### src/rtl/wb_serial_pkg.sv
// Shared types and constants for the serial-to-Wishbone bridge:
// FSM state encoding, command/response bytes and frame field lengths.
package wb_serial_pkg;

  typedef enum logic [2:0] {
    ST_IDLE,
    ST_ADDR,
    ST_DATA,
    ST_BUS,
    ST_RESP
  } state_e;

  localparam logic [7:0] CMD_READ  = 8'h52;
  localparam logic [7:0] CMD_WRITE = 8'h57;
  localparam logic [7:0] RSP_OK    = 8'h4B;
  localparam logic [7:0] RSP_ERR   = 8'h45;

  localparam int ADDR_BYTES = 4;
  localparam int DATA_BYTES = 4;

endpackage

### src/rtl/wb_serial_master_if.sv
// Wishbone classic master/slave signal bundle used by wb_serial_master.
interface wb_serial_master_if;
  logic        wb_cyc_o;
  logic        wb_stb_o;
  logic        wb_we_o;
  logic [31:0] wb_adr_o;
  logic [3:0]  wb_sel_o;
  logic [31:0] wb_dat_o;
  logic [31:0] wb_dat_i;
  logic        wb_ack_i;

  modport master (
    output wb_cyc_o, wb_stb_o, wb_we_o, wb_adr_o, wb_sel_o, wb_dat_o,
    input  wb_dat_i, wb_ack_i
  );

  modport slave (
    input  wb_cyc_o, wb_stb_o, wb_we_o, wb_adr_o, wb_sel_o, wb_dat_o,
    output wb_dat_i, wb_ack_i
  );
endinterface

### src/rtl/wb_serial_resp.sv
// Serializes a 1- or 4-byte response (MSB first) onto the UART transmit
// strobe interface, honouring tx_busy except in the cycle after each strobe.
module wb_serial_resp (
  input  logic        clk,
  input  logic        reset,
  input  logic        start_i,
  input  logic        len4_i,
  input  logic [31:0] word_i,
  input  logic        tx_busy_i,
  output logic [7:0]  tx_data_o,
  output logic        tx_wr_o,
  output logic        busy_o
);

  logic [31:0] shift_q;
  logic [2:0]  left_q;
  logic [7:0]  tx_data_q;
  logic        tx_wr_q;
  logic        guard_q;
  logic        can_send;

  // The transmitter may not raise tx_busy until a cycle after our strobe,
  // so both the strobe cycle and the one after it are blind to tx_busy.
  assign can_send = (left_q != 3'd0) && !tx_wr_q && !guard_q && !tx_busy_i;

  always_ff @(posedge clk) begin
    if (reset) begin
      shift_q   <= '0;
      left_q    <= '0;
      tx_data_q <= '0;
      tx_wr_q   <= 1'b0;
      guard_q   <= 1'b0;
    end else begin
      guard_q <= tx_wr_q;
      tx_wr_q <= 1'b0;
      if (start_i) begin
        shift_q <= len4_i ? word_i : {word_i[7:0], 24'h0};
        left_q  <= len4_i ? 3'd4 : 3'd1;
      end else if (can_send) begin
        tx_data_q <= shift_q[31:24];
        shift_q   <= {shift_q[23:0], 8'h0};
        left_q    <= left_q - 3'd1;
        tx_wr_q   <= 1'b1;
      end
    end
  end

  assign tx_data_o = tx_data_q;
  assign tx_wr_o   = tx_wr_q;
  assign busy_o    = (left_q != 3'd0);

endmodule

### src/rtl/wb_serial_master.sv
// Byte-stream command decoder driving a 32-bit Wishbone master ('W'/'R').
// Optional bus timeout with 'E' response when WB_SERIAL_MASTER_TIMEOUT_EN is defined.
module wb_serial_master
  import wb_serial_pkg::*;
#(
  parameter int TIMEOUT_CYCLES = 1000
) (
  input  logic                      clk,
  input  logic                      reset,
  input  logic [7:0]                rx_data,
  input  logic                      rx_avail,
  output logic                      rx_ack,
  output logic [7:0]                tx_data,
  output logic                      tx_wr,
  input  logic                      tx_busy,
  output logic                      busy,
  wb_serial_master_if.master        wb
);

  localparam logic [1:0] LAST_ADDR = 2'(ADDR_BYTES - 1);
  localparam logic [1:0] LAST_DATA = 2'(DATA_BYTES - 1);

  state_e      state_q;
  logic [1:0]  cnt_q;
  logic        is_write_q;
  logic [31:0] adr_sh_q;
  logic [31:0] dat_sh_q;
  logic        rx_ack_q;
  logic        rx_guard_q;
  logic        cyc_q;
  logic        we_q;
  logic [31:0] adr_q;
  logic [3:0]  sel_q;
  logic [31:0] dat_q;

  logic        accept;
  logic        timeout_hit;
  logic        resp_start;
  logic        resp_len4;
  logic [31:0] resp_word;
  logic        resp_busy;

  assign accept = rx_avail && !rx_ack_q && !rx_guard_q &&
                  (state_q == ST_IDLE || state_q == ST_ADDR || state_q == ST_DATA);

`ifdef WB_SERIAL_MASTER_TIMEOUT_EN
  logic [15:0] tmo_q;
  assign timeout_hit = (tmo_q == 16'(TIMEOUT_CYCLES - 1));

  always_ff @(posedge clk) begin
    if (reset || state_q != ST_BUS) tmo_q <= '0;
    else                            tmo_q <= tmo_q + 16'd1;
  end
`else
  assign timeout_hit = 1'b0;
`endif

  // An ack in the same cycle as the timeout takes the normal path.
  assign resp_start = (state_q == ST_BUS) && (wb.wb_ack_i || timeout_hit);
  assign resp_len4  = wb.wb_ack_i && !we_q;
  assign resp_word  = !wb.wb_ack_i ? {24'h0, RSP_ERR} :
                      we_q         ? {24'h0, RSP_OK}  : wb.wb_dat_i;

  always_ff @(posedge clk) begin
    if (reset) begin
      state_q    <= ST_IDLE;
      cnt_q      <= '0;
      is_write_q <= 1'b0;
      adr_sh_q   <= '0;
      dat_sh_q   <= '0;
      rx_ack_q   <= 1'b0;
      rx_guard_q <= 1'b0;
      cyc_q      <= 1'b0;
      we_q       <= 1'b0;
      adr_q      <= '0;
      sel_q      <= '0;
      dat_q      <= '0;
    end else begin
      rx_guard_q <= rx_ack_q;
      rx_ack_q   <= accept;
      case (state_q)
        ST_IDLE: begin
          if (accept && (rx_data == CMD_WRITE || rx_data == CMD_READ)) begin
            state_q    <= ST_ADDR;
            is_write_q <= (rx_data == CMD_WRITE);
            cnt_q      <= '0;
          end
        end
        ST_ADDR: begin
          if (accept) begin
            adr_sh_q <= {adr_sh_q[23:0], rx_data};
            cnt_q    <= cnt_q + 2'd1;
            if (cnt_q == LAST_ADDR) begin
              cnt_q <= '0;
              if (is_write_q) begin
                state_q <= ST_DATA;
              end else begin
                state_q <= ST_BUS;
                adr_q   <= {adr_sh_q[23:0], rx_data};
                cyc_q   <= 1'b1;
                we_q    <= 1'b0;
                sel_q   <= 4'hF;
              end
            end
          end
        end
        ST_DATA: begin
          if (accept) begin
            dat_sh_q <= {dat_sh_q[23:0], rx_data};
            cnt_q    <= cnt_q + 2'd1;
            if (cnt_q == LAST_DATA) begin
              cnt_q   <= '0;
              state_q <= ST_BUS;
              adr_q   <= adr_sh_q;
              dat_q   <= {dat_sh_q[23:0], rx_data};
              cyc_q   <= 1'b1;
              we_q    <= 1'b1;
              sel_q   <= 4'hF;
            end
          end
        end
        ST_BUS: begin
          if (resp_start) begin
            cyc_q   <= 1'b0;
            we_q    <= 1'b0;
            state_q <= ST_RESP;
          end
        end
        ST_RESP: begin
          if (!resp_busy) state_q <= ST_IDLE;
        end
        default: state_q <= ST_IDLE;
      endcase
    end
  end

  wb_serial_resp u_resp (
    .clk       (clk),
    .reset     (reset),
    .start_i   (resp_start),
    .len4_i    (resp_len4),
    .word_i    (resp_word),
    .tx_busy_i (tx_busy),
    .tx_data_o (tx_data),
    .tx_wr_o   (tx_wr),
    .busy_o    (resp_busy)
  );

  assign rx_ack      = rx_ack_q;
  assign busy        = (state_q != ST_IDLE);
  assign wb.wb_cyc_o = cyc_q;
  assign wb.wb_stb_o = cyc_q;
  assign wb.wb_we_o  = we_q;
  assign wb.wb_adr_o = adr_q;
  assign wb.wb_sel_o = sel_q;
  assign wb.wb_dat_o = dat_q;

endmodule

### src/flat_wrapper.sv
// flat-port wrapper written by rule: the top's interface ports become plain ports
module wb_serial_master_flat import wb_serial_pkg::*;
#(
  parameter int TIMEOUT_CYCLES = 1000
)
  (clk, reset, rx_data, rx_avail, rx_ack, tx_data, tx_wr, tx_busy, busy, wb_wb_cyc_o, wb_wb_stb_o, wb_wb_we_o, wb_wb_adr_o, wb_wb_sel_o, wb_wb_dat_o, wb_wb_dat_i, wb_wb_ack_i);
  wb_serial_master_if wb_i ();
  input  logic clk;
  input  logic reset;
  input  logic [7:0] rx_data;
  input  logic rx_avail;
  output logic rx_ack;
  output logic [7:0] tx_data;
  output logic tx_wr;
  input  logic tx_busy;
  output logic busy;
  output wire logic [$bits(wb_i.wb_cyc_o)-1:0] wb_wb_cyc_o;
  output wire logic [$bits(wb_i.wb_stb_o)-1:0] wb_wb_stb_o;
  output wire logic [$bits(wb_i.wb_we_o)-1:0] wb_wb_we_o;
  output wire logic [$bits(wb_i.wb_adr_o)-1:0] wb_wb_adr_o;
  output wire logic [$bits(wb_i.wb_sel_o)-1:0] wb_wb_sel_o;
  output wire logic [$bits(wb_i.wb_dat_o)-1:0] wb_wb_dat_o;
  input wire logic [$bits(wb_i.wb_dat_i)-1:0] wb_wb_dat_i;
  input wire logic [$bits(wb_i.wb_ack_i)-1:0] wb_wb_ack_i;
  assign wb_wb_cyc_o = wb_i.wb_cyc_o;
  assign wb_wb_stb_o = wb_i.wb_stb_o;
  assign wb_wb_we_o = wb_i.wb_we_o;
  assign wb_wb_adr_o = wb_i.wb_adr_o;
  assign wb_wb_sel_o = wb_i.wb_sel_o;
  assign wb_wb_dat_o = wb_i.wb_dat_o;
  assign wb_i.wb_dat_i = wb_wb_dat_i;
  assign wb_i.wb_ack_i = wb_wb_ack_i;
  wb_serial_master #(.TIMEOUT_CYCLES(TIMEOUT_CYCLES)) u_core (.clk(clk), .reset(reset), .rx_data(rx_data), .rx_avail(rx_avail), .rx_ack(rx_ack), .tx_data(tx_data), .tx_wr(tx_wr), .tx_busy(tx_busy), .busy(busy), .wb(wb_i));
endmodule
### config.mk
export PLATFORM = sky130hd
export DESIGN_NAME = wb_serial_master_flat
export DESIGN_NICKNAME = d
export VERILOG_FILES = /design/src/rtl/wb_serial_pkg.sv /design/src/rtl/wb_serial_master_if.sv /design/src/rtl/wb_serial_resp.sv /design/src/rtl/wb_serial_master.sv /design/src/flat_wrapper.sv
export SDC_FILE = /design/constraint.sdc
export NUM_CORES = 1
export LEC_CHECK = 0
export CORE_AREA = 2 2 116 118
export DETAILED_ROUTE_END_ITERATION = 6
export DIE_AREA = 0 0 118 120
export PLACE_DENSITY = 0.82
export SYNTH_ARGS = -nofsm -noshare
export SYNTH_HDL_FRONTEND = slang
export SYNTH_SLANG_ARGS = --single-unit
### constraint.sdc
create_clock -name clk -period 5 [get_ports clk]
set_input_delay 1.25 -clock clk [delete_from_list [all_inputs] [get_ports clk]]
set_output_delay 1.25 -clock clk [all_outputs]
set_load 0.01 [all_outputs]
==> flow_summary.toml <==
[sta]
min_period_ns = 3.20
setup_tns_ns = 0
fin_ws_ns = 1.80
max_freq_mhz = 312
setup-violations-final = 0
finalHoldViolCount = 0
rsz0062_at_grt = "no"
fin_skew_ns = 0.0102
slew-limit-headroom = 0.244
post-route-period-util = 0.640
drv_slew = 0
worst_slew_pin_slew_ns = 1.13

[logic_synthesis]
syn_area_per_cell_um2 = 8.26
synthesis.instances = 841
synth-main-ff-cell = "dfxtp_1"
synth_edf_count = 0
synth_warnings = 0
syn-num-nets = 889
syn_area_um2 = 6950
ys_types = 47
seq_area_frac_synth = 0.507
ys_ff_latch = 176
async_reset_ff_frac = 0

[route]
drc_errors = 0
ant_nets = 0
totalWireLength_mm = 17.7
wl_per_cell_um = 15.9
via_per_inst = 5.65
drtIter0Drc = 492
drt_first_pass_iters = 5
via_count = 6290

[placed_design]
port_buffers = 126
dp_hpwl_mm = 10.8
pre_cts_ws_ns = 1.47
place_congestion = 0.850

[global_routing]
grt_antenna_before_repair = 0
overflow = 0
grt_pass1_vias = 5825
grt_start_max_net_pins = 87
grt_pass1_wl_mm = 28.7
grt_usage = 0.252

[worst_hold_path]
hold_path_class = "flip-flop to flip-flop"
hold_start = "u_core.dat_sh_q[23]"

[clocking]
cts_tree = "built"
cts_hold_buf = 0
root_buffer = "clkbuf_16"
insertion_delay_ns = 0.43
cts.clk_slew.worst_paths_ns = 0.06
numCtsBuffers = 17
post_cts_buffers = 0
cts-resized-gates = 0
cts_sinks = 176
cts-htree-levels = 4
clock_path_buffers = 2

[job]
maxCapViolations = 0

[setup_path]
crit_type = "flip-flop to primary output"
endpoint_kind = "primary output"
cp-start-kind = "flip-flop"
arrival_ns = 1.95
crit_required_ns = 3.75
cp_max_fo = 42
reg2reg_from = "u_core.state_q[2]"
startpoint = "u_core.state_q[2]"

[status]
status = "completed"

[floorplan]
pin_count = 127
dieArea_um2 = 14200
placeableCoreArea_um2 = 13000
die_h_um = 120
num_rows = 42
dieWidth_um = 118
initial_core_util = 0.535

[final_layout]
layout-drive-gt1-share = 0.0576
final_cell_mix = "237 x nand2_1, 176 x dfxtp_1, 125 x clkdlybuf4s50_1, 120 x a21oi_1, 50 x nor2_1"
area_delta_synth_final_pct = 27.4
final_common_cell = "nand2_1"
antennaDiodeCount = 0
nets = 973

[power]
p_per_area_nw_per_um2 = 367
ir_worst_vdd_mv = 0.268
cellLeakagePower_nw = 2.79
==> flip-flops by register name, summed over array words and instances (netlist names), 2 cells and up <==
register,count
u_core.wb.wb_dat_o,32
u_core.u_resp.left_q,3
u_core.u_resp.tx_data_o,8
u_core.u_resp.shift_q,32
u_core.wb.wb_adr_o,32
u_core.adr_sh_q,32
u_core.state_q,3
u_core.cnt_q,2
u_core.dat_sh_q,24
==> kinds of logic (layout without fill, tap and decap cells) <==
group                      Yosys count  count (layout)  synth area share
AOI/OAI and AO/OA                  231             231             0.203
DFF                                176             176             0.507
xor gates and xnor gates             2               2           0.00252
buffers and inverters               80             177            0.0495
adders and majority gates            3               3           0.00540
and+or+nand+nor                    320             320             0.190
muxes                               29              29            0.0420
==> path summary, 6_finish.rpt <==
path / end / slack [ns] / cells past startpoint
worst min-delay path: u_core.wb.wb_dat_o[31] / 0.45 / 2
worst min register to register: u_core.wb.wb_dat_o[31] / 0.45 / 2
worst max register to register: u_core.wb.wb_adr_o[8] / 2.50 / 6
worst max-delay path: busy / 1.80 / 3
==> power by group <==
part           internal [mW]  leakage (nW)  switching, mW
combinational          0.159          1.06          0.230
sequential              1.42          1.42         0.0222
clock                  0.851         0.308          0.557
total                   2.44          2.79          0.809
==> cell usage after synthesis, types with 2 or more instances <==
cell / n / area (um2)
inv_1: 7 / 26.3
o211ai_1: 4 / 30.0
nand2_1: 237 / 890
o21ai_0: 35 / 175
buf_2: 8 / 40.0
nor2b_1: 7 / 43.8
nor3_1: 5 / 25.0
a21oi_1: 120 / 601
clkbuf_1: 57 / 214
nor2_1: 50 / 188
a311oi_1: 32 / 280
a211oi_1: 25 / 188
dfxtp_1: 176 / 3520
buf_4: 5 / 37.5
nand3_1: 2 / 10.0
mux2i_1: 28 / 280
or3b_2: 2 / 17.5
ha_1: 3 / 37.5
buf_6: 2 / 22.5
a32oi_1: 8 / 70.1
xnor2_1: 2 / 17.5
==> metrics by stage <==
step / total power, mW / util / instances / hold WS [ns] / instance area (um2)
floorplan: 1.74 / - / 841 / 0.431 / 6950
global placement: 1.86 / 0.634 / 1082 / 0.437 / 8220
detailed placement: 1.86 / 0.634 / 1082 / 0.443 / 8220
CTS: 3.25 / 0.682 / 1114 / 0.453 / 8850
global route: 3.35 / 0.682 / 1114 / 0.464 / 8850
finish: 3.24 / 0.682 / 1114 / 0.451 / 8850
==> final cells by class <==
| cell class | instances | area, um2 |
|---|---|---|
| Inverter | 7 | 26.3 |
| Clock buffer | 19 | 443 |
| Clock inverter | 13 | 183 |
| Fill cell | 1058 | 4130 |
| Tap cell | 176 | 220 |
| Sequential cell | 176 | 3520 |
| Timing Repair Buffer | 138 | 1350 |
| Multi-Input combinational cell | 585 | 3110 |
==> worst max-delay path, cell delays in order, from the launching register on <==
cell,delay [ns]
dfxtp_1,0.31
buf_4,0.38
or3_1,0.24
clkdlybuf4s50_1,0.59
==> metal layers <==
layer	global-route usage	up-vias	part of all wire	wire (um)
li1	-	3066	-	-
met5	0	-	0	0
met2	0.410	204	0.48	8490
met1	0.331	2991	0.45	7970
met3	0.0513	29	0.052	925
met4	0.0941	0	0.018	318
Note: power is estimated with default switching activity, not from simulation.
